## src/rtl/pwm_multi.sv

```systemverilog
// rtl/pwm_multi.sv - multi-channel PWM with debounced duty buttons and phase staggering
module pwm_multi #(
    parameter int CHANNELS        = 2,
    parameter int PERIOD          = 10,
    parameter int DUTY_W          = 4,
    parameter int INIT_DUTY       = 5,
    parameter int DEBOUNCE_CYCLES = 4,
    localparam int CH_W           = (CHANNELS > 1) ? $clog2(CHANNELS) : 1
) (
    input  logic                i_clk,
    input  logic                i_rst_n,
    input  logic                i_increase_duty,
    input  logic                i_decrease_duty,
    input  logic [CH_W-1:0]     i_ch_sel,
    input  logic                i_mode,
    output logic [CHANNELS-1:0] o_pwm,
    output logic [DUTY_W-1:0]   o_duty,
    output logic                o_period_start
);

    localparam int CNT_W  = $clog2(PERIOD);
    localparam int DEB_W  = $clog2(DEBOUNCE_CYCLES);
    localparam int OFFSET = PERIOD / CHANNELS;

    logic [1:0]          inc_sync_q, dec_sync_q;
    logic                inc_lvl_q, dec_lvl_q;
    logic                inc_pulse_q, dec_pulse_q;
    logic [DEB_W-1:0]    deb_cnt_q;
    logic [CNT_W-1:0]    cnt_q;
    logic [DUTY_W-1:0]   shadow_q [CHANNELS];
    logic [DUTY_W-1:0]   shadow_d [CHANNELS];
    logic [DUTY_W-1:0]   duty_q   [CHANNELS];
    logic                mode_q;
    logic [CHANNELS-1:0] pwm_q, pwm_d;
    logic                start_q;
    logic                tick, wrap;
    int                  phase;

    assign tick           = (deb_cnt_q == DEB_W'(DEBOUNCE_CYCLES - 1));
    assign wrap           = (cnt_q == CNT_W'(PERIOD - 1));
    assign o_pwm          = pwm_q;
    assign o_period_start = start_q;

    // Simultaneous up/down pulses cancel; an unmatched channel select changes nothing.
    always_comb begin
        shadow_d = shadow_q;
        for (int k = 0; k < CHANNELS; k++) begin
            if (int'(i_ch_sel) == k && inc_pulse_q != dec_pulse_q) begin
                if (inc_pulse_q && shadow_q[k] != DUTY_W'(PERIOD))
                    shadow_d[k] = shadow_q[k] + 1'b1;
                else if (dec_pulse_q && shadow_q[k] != '0)
                    shadow_d[k] = shadow_q[k] - 1'b1;
            end
        end
    end

    always_comb begin
        o_duty = '0;
        for (int k = 0; k < CHANNELS; k++)
            if (int'(i_ch_sel) == k) o_duty = shadow_q[k];
    end

    always_comb begin
        pwm_d = '0;
        phase = 0;
        for (int k = 0; k < CHANNELS; k++) begin
            phase = int'(cnt_q) + (mode_q ? k * OFFSET : 0);
            if (phase >= PERIOD) phase = phase - PERIOD;
            pwm_d[k] = (phase < int'(duty_q[k]));
        end
    end

    always_ff @(posedge i_clk or negedge i_rst_n) begin
        if (!i_rst_n) begin
            inc_sync_q  <= '0;
            dec_sync_q  <= '0;
            inc_lvl_q   <= 1'b0;
            dec_lvl_q   <= 1'b0;
            inc_pulse_q <= 1'b0;
            dec_pulse_q <= 1'b0;
            deb_cnt_q   <= '0;
            cnt_q       <= '0;
            mode_q      <= 1'b0;
            pwm_q       <= '0;
            start_q     <= 1'b0;
            for (int k = 0; k < CHANNELS; k++) begin
                shadow_q[k] <= DUTY_W'(INIT_DUTY);
                duty_q[k]   <= DUTY_W'(INIT_DUTY);
            end
        end else begin
            inc_sync_q  <= {inc_sync_q[0], i_increase_duty};
            dec_sync_q  <= {dec_sync_q[0], i_decrease_duty};
            inc_pulse_q <= 1'b0;
            dec_pulse_q <= 1'b0;
            if (tick) begin
                deb_cnt_q   <= '0;
                inc_lvl_q   <= inc_sync_q[1];
                dec_lvl_q   <= dec_sync_q[1];
                inc_pulse_q <= inc_sync_q[1] & ~inc_lvl_q;
                dec_pulse_q <= dec_sync_q[1] & ~dec_lvl_q;
            end else begin
                deb_cnt_q <= deb_cnt_q + 1'b1;
            end
            shadow_q <= shadow_d;
            // Active settings only change on the wrap so a period is never split.
            if (wrap) begin
                cnt_q  <= '0;
                duty_q <= shadow_q;
                mode_q <= i_mode;
            end else begin
                cnt_q <= cnt_q + 1'b1;
            end
            pwm_q   <= pwm_d;
            start_q <= (cnt_q == '0);
        end
    end

endmodule

```

## config.mk

```make
export PLATFORM = sky130hd
export DESIGN_NAME = pwm_multi
export DESIGN_NICKNAME = d
export VERILOG_FILES = /design/src/rtl/pwm_multi.sv
export SDC_FILE = /design/constraint.sdc
export NUM_CORES = 1
export LEC_CHECK = 0
export ABC_AREA = 0
export CORE_UTILIZATION = 50
export CTS_CLUSTER_DIAMETER = 80
export DETAILED_ROUTE_END_ITERATION = 12
export GPL_ROUTABILITY_DRIVEN = 0
export GPL_TIMING_DRIVEN = 0
export PLACE_DENSITY_LB_ADDON = 0.3
export SYNTH_ARGS = -nofsm -noshare
export SYNTH_HDL_FRONTEND = slang
export SYNTH_SLANG_ARGS = --single-unit
```

## constraint.sdc

```tcl
create_clock -name i_clk -period 5.6 [get_ports i_clk]
set_clock_uncertainty 0.1 [all_clocks]
set_input_delay 1.12 -clock i_clk [delete_from_list [all_inputs] [get_ports i_clk]]
set_output_delay 1.12 -clock i_clk [all_outputs]
set_load 0.02 [all_outputs]
```

==> results.md <==
* Die Width at 66.2 um
* Post-synth top area share at 0.316
* Clock sink total at 34
* Overall power at 898 uW
* Detail Route Antenna Nets at 0
* Peak Freq at 241 MHz
* Die Y at 66.2 um
* Global-route wire length before repair at 6580 um
* Root Driver: clkbuf_8
* Fillers at 314
* Startpoint types: primary input
* DRC Markers at 0
* Register area share after synthesis at 0.418
* Cell Area, Synth at 0.00206 mm2
* Hold Slack at 260 ps
* DRT Wirelength at 3720 um
* Ys Warns at 0
* IO Pins at 13
* Status: complete, no violations
* Top cell by count, worst path: clkdlybuf4s50_1
* Leading area contributor after synthesis: dfrtp_1
* DRT Pass-1 Iters at 5
* Slew Viols, Final at 0
* Area Growth Syn to Fin at 12.6%
* Multi-input gate area at 0.00108 mm2
* Setup violators final at 0
* Wire per inst at 14.7 um
* Postcts setup bufs at 0
* Num CTS Buffers at 5
* VDD IR max at 310 uV
* Ratio of final minimum period to clock period at 0.741
* Number of synthesized register bits at 34
* Final hold vios at 0
* Clk Latency, worst-skew pair at 280 ps
* Data arrival, critical path at 2930 ps
* Final core utilization at 0.610
* Syn Area/Cell at 11.1 um2
* H-tree levels at 2
* CTS tree: yes
* # resized after CTS at 0
* DIE AREA at 0.00438 mm2
* Static leakage at 1.04 nW
* Post-synthesis async set-or-reset flop share at 1.00
* Starting Density at 0.542
* Vias in the first global route at 1567
* Distinct cells, synth at 50
* Hold Path Class: reg -> reg
* Via density at 5.74
* Inserted Diodes at 0
* DR iter-0 viols at 85
* CP max stage cell: clkdlybuf4s50_1
* Hold-fix buffers, CTS at 0
* Min Tclk post-route at 4150 ps
* Final HPWL DP at 2700 um
* Cells after Synth at 185
* Placed Area at 0.00223 mm2
* Post-layout nets at 230
* Register Area at 861 um2
* Final setup TNS at 0 ps
* Slew margin rel. at 0.509
* Crit Path Max Fanout at 10
* Syn nets at 211
* CP Class: in -> out
* Share of cells above drive strength 1 at 0.229
* Final instance area at 0.00232 mm2
* Vias at 1451
* Synth area leaders: dfrtp_1, ha_1, dfstp_2
* Input/output buffers at 12
* Antenna violations before repair at 0
* CP endpoint kind: output pin
* Pin count of the biggest net entering global routing at 35
* Crit-path cells: clkdlybuf4s50_1 -> clkbuf_1 -> mux2_2 -> clkdlybuf4s50_1
* Core area at 0.00380 mm2
* Worst path max stage delay at 540 ps
* Worst R2R Setup Slack at 2740 ps
* Clock Pin Slew Worst Setup and Hold Paths at 70 ps
* Total grt overflow at 0
* RSZ-0062 raised after global routing: false
* Power density cells at 387 mW/mm2
* Longest Clk Path Bufs at 2
* Max capacitance violation total at 0
* Number of enable flip-flop cells after synthesis at 0
* Required time worst endpoint at 4380 ps
* All-layer global routing usage at 0.203
* Post-synth top flop: dfrtp_1
* Site Rows at 22
* Worst-Margin Slew at 736 ps
==> worst paths after layout <==
check,startpoint,end,cells past startpoint
worst max-delay path,i_ch_sel,o_duty[1],4
worst min-delay path,dec_sync_q[0]$_DFF_PN0_,dec_sync_q[1]$_DFF_PN0_,0
worst max register to register,cnt_q[0]$_DFF_PN0_,o_pwm[1]$_DFF_PN0_,10
worst min register to register,dec_sync_q[0]$_DFF_PN0_,dec_sync_q[1]$_DFF_PN0_,0
max in group asynchronous,i_rst_n,inc_sync_q[0]$_DFF_PN0_,1
min in group asynchronous,i_rst_n,duty_q[5]$_DFFE_PN0P_,1
==> cell usage after synthesis, types with 2 or more instances <==
library cell	instances
buf_6	3
dfstp_2	8
o21ai_0	5
fa_1	2
mux2i_1	4
mux2_2	16
a21oi_2	2
dfrtp_1	26
a31oi_1	6
nand2b_1	4
a211oi_1	2
nor2_1	14
xnor2_1	5
and3b_1	3
inv_1	17
xor2_1	3
nand2_1	9
a21oi_1	3
ha_1	18
nand3_1	5
==> logic make-up (layout without fill, tap and decap cells) <==
logic type                 count (synthesis)  after routing  synth area share
xor gates and xnor gates                   8              8            0.0340
muxes                                     20             20             0.107
buffers and inverters                     23             43            0.0559
and+or+nand+nor                           45             45             0.120
AOI/OAI and AO/OA                         35             35             0.136
DFF                                       34             34             0.418
adders and majority gates                 20             20             0.129
==> worst max-delay path: cells and delay by family <==
family	cells	cell delay (ps)
mux	1	390
buf+inv	3	1420
==> power breakdown <==
part	leakage (nW)	internal (mW)	switching, mW
Clock	0.0385	0.0879	0.0856
Combinational	0.600	0.163	0.153
Sequential	0.400	0.332	0.0766
Total	1.04	0.583	0.315
==> routing by layer <==
| metal | global-route usage | up-vias | share of wire |
|---|---|---|---|
| met5 | 0 | - | 0 |
| met4 | 0.0824 | 0 | 0.015 |
| met3 | 0.0500 | 7 | 0.037 |
| met2 | 0.380 | 27 | 0.53 |
| met1 | 0.212 | 717 | 0.41 |
| li1 | - | 700 | - |
==> stage by stage <==
stage,setup WS (ps),std cells
after floorplan,2540,185
after global placement,1480,245
after detailed placement,1460,245
after CTS,1460,253
after global routing,1370,253
final,1450,253
==> cell type report <==
cell class / count / share of cell area
Sequential cell: 34 / 0.371
Clock buffer: 7 / 0.0329
Timing Repair Buffer: 12 / 0.0496
Clock inverter: 1 / 0.00324
Tap cell: 48 / 0.0259
Buffer: 5 / 0.0183
Inverter: 18 / 0.0313
Multi-Input combinational cell: 128 / 0.467
==> state kept, by name (all words and copies together), names as in the netlist, 2 cells and up <==
register    cells
duty_q          8
shadow_q        8
cnt_q           4
deb_cnt_q       2
dec_sync_q      2
inc_sync_q      2
o_pwm           2
==> cell usage in the layout, fill, tap and decap left out, types with 5 or more instances in the layout <==
| cell type | count |
|---|---|
| nand2_1 | 9 |
| clkbuf_8 | 5 |
| nand3_1 | 5 |
| xnor2_1 | 5 |
| dfstp_2 | 8 |
| mux2_2 | 16 |
| o21ai_0 | 5 |
| nor2_1 | 14 |
| clkdlybuf4s50_1 | 11 |
| dfrtp_1 | 26 |
| a31oi_1 | 6 |
| inv_1 | 17 |
| ha_1 | 18 |
Note: power is estimated with default switching activity, not from simulation.
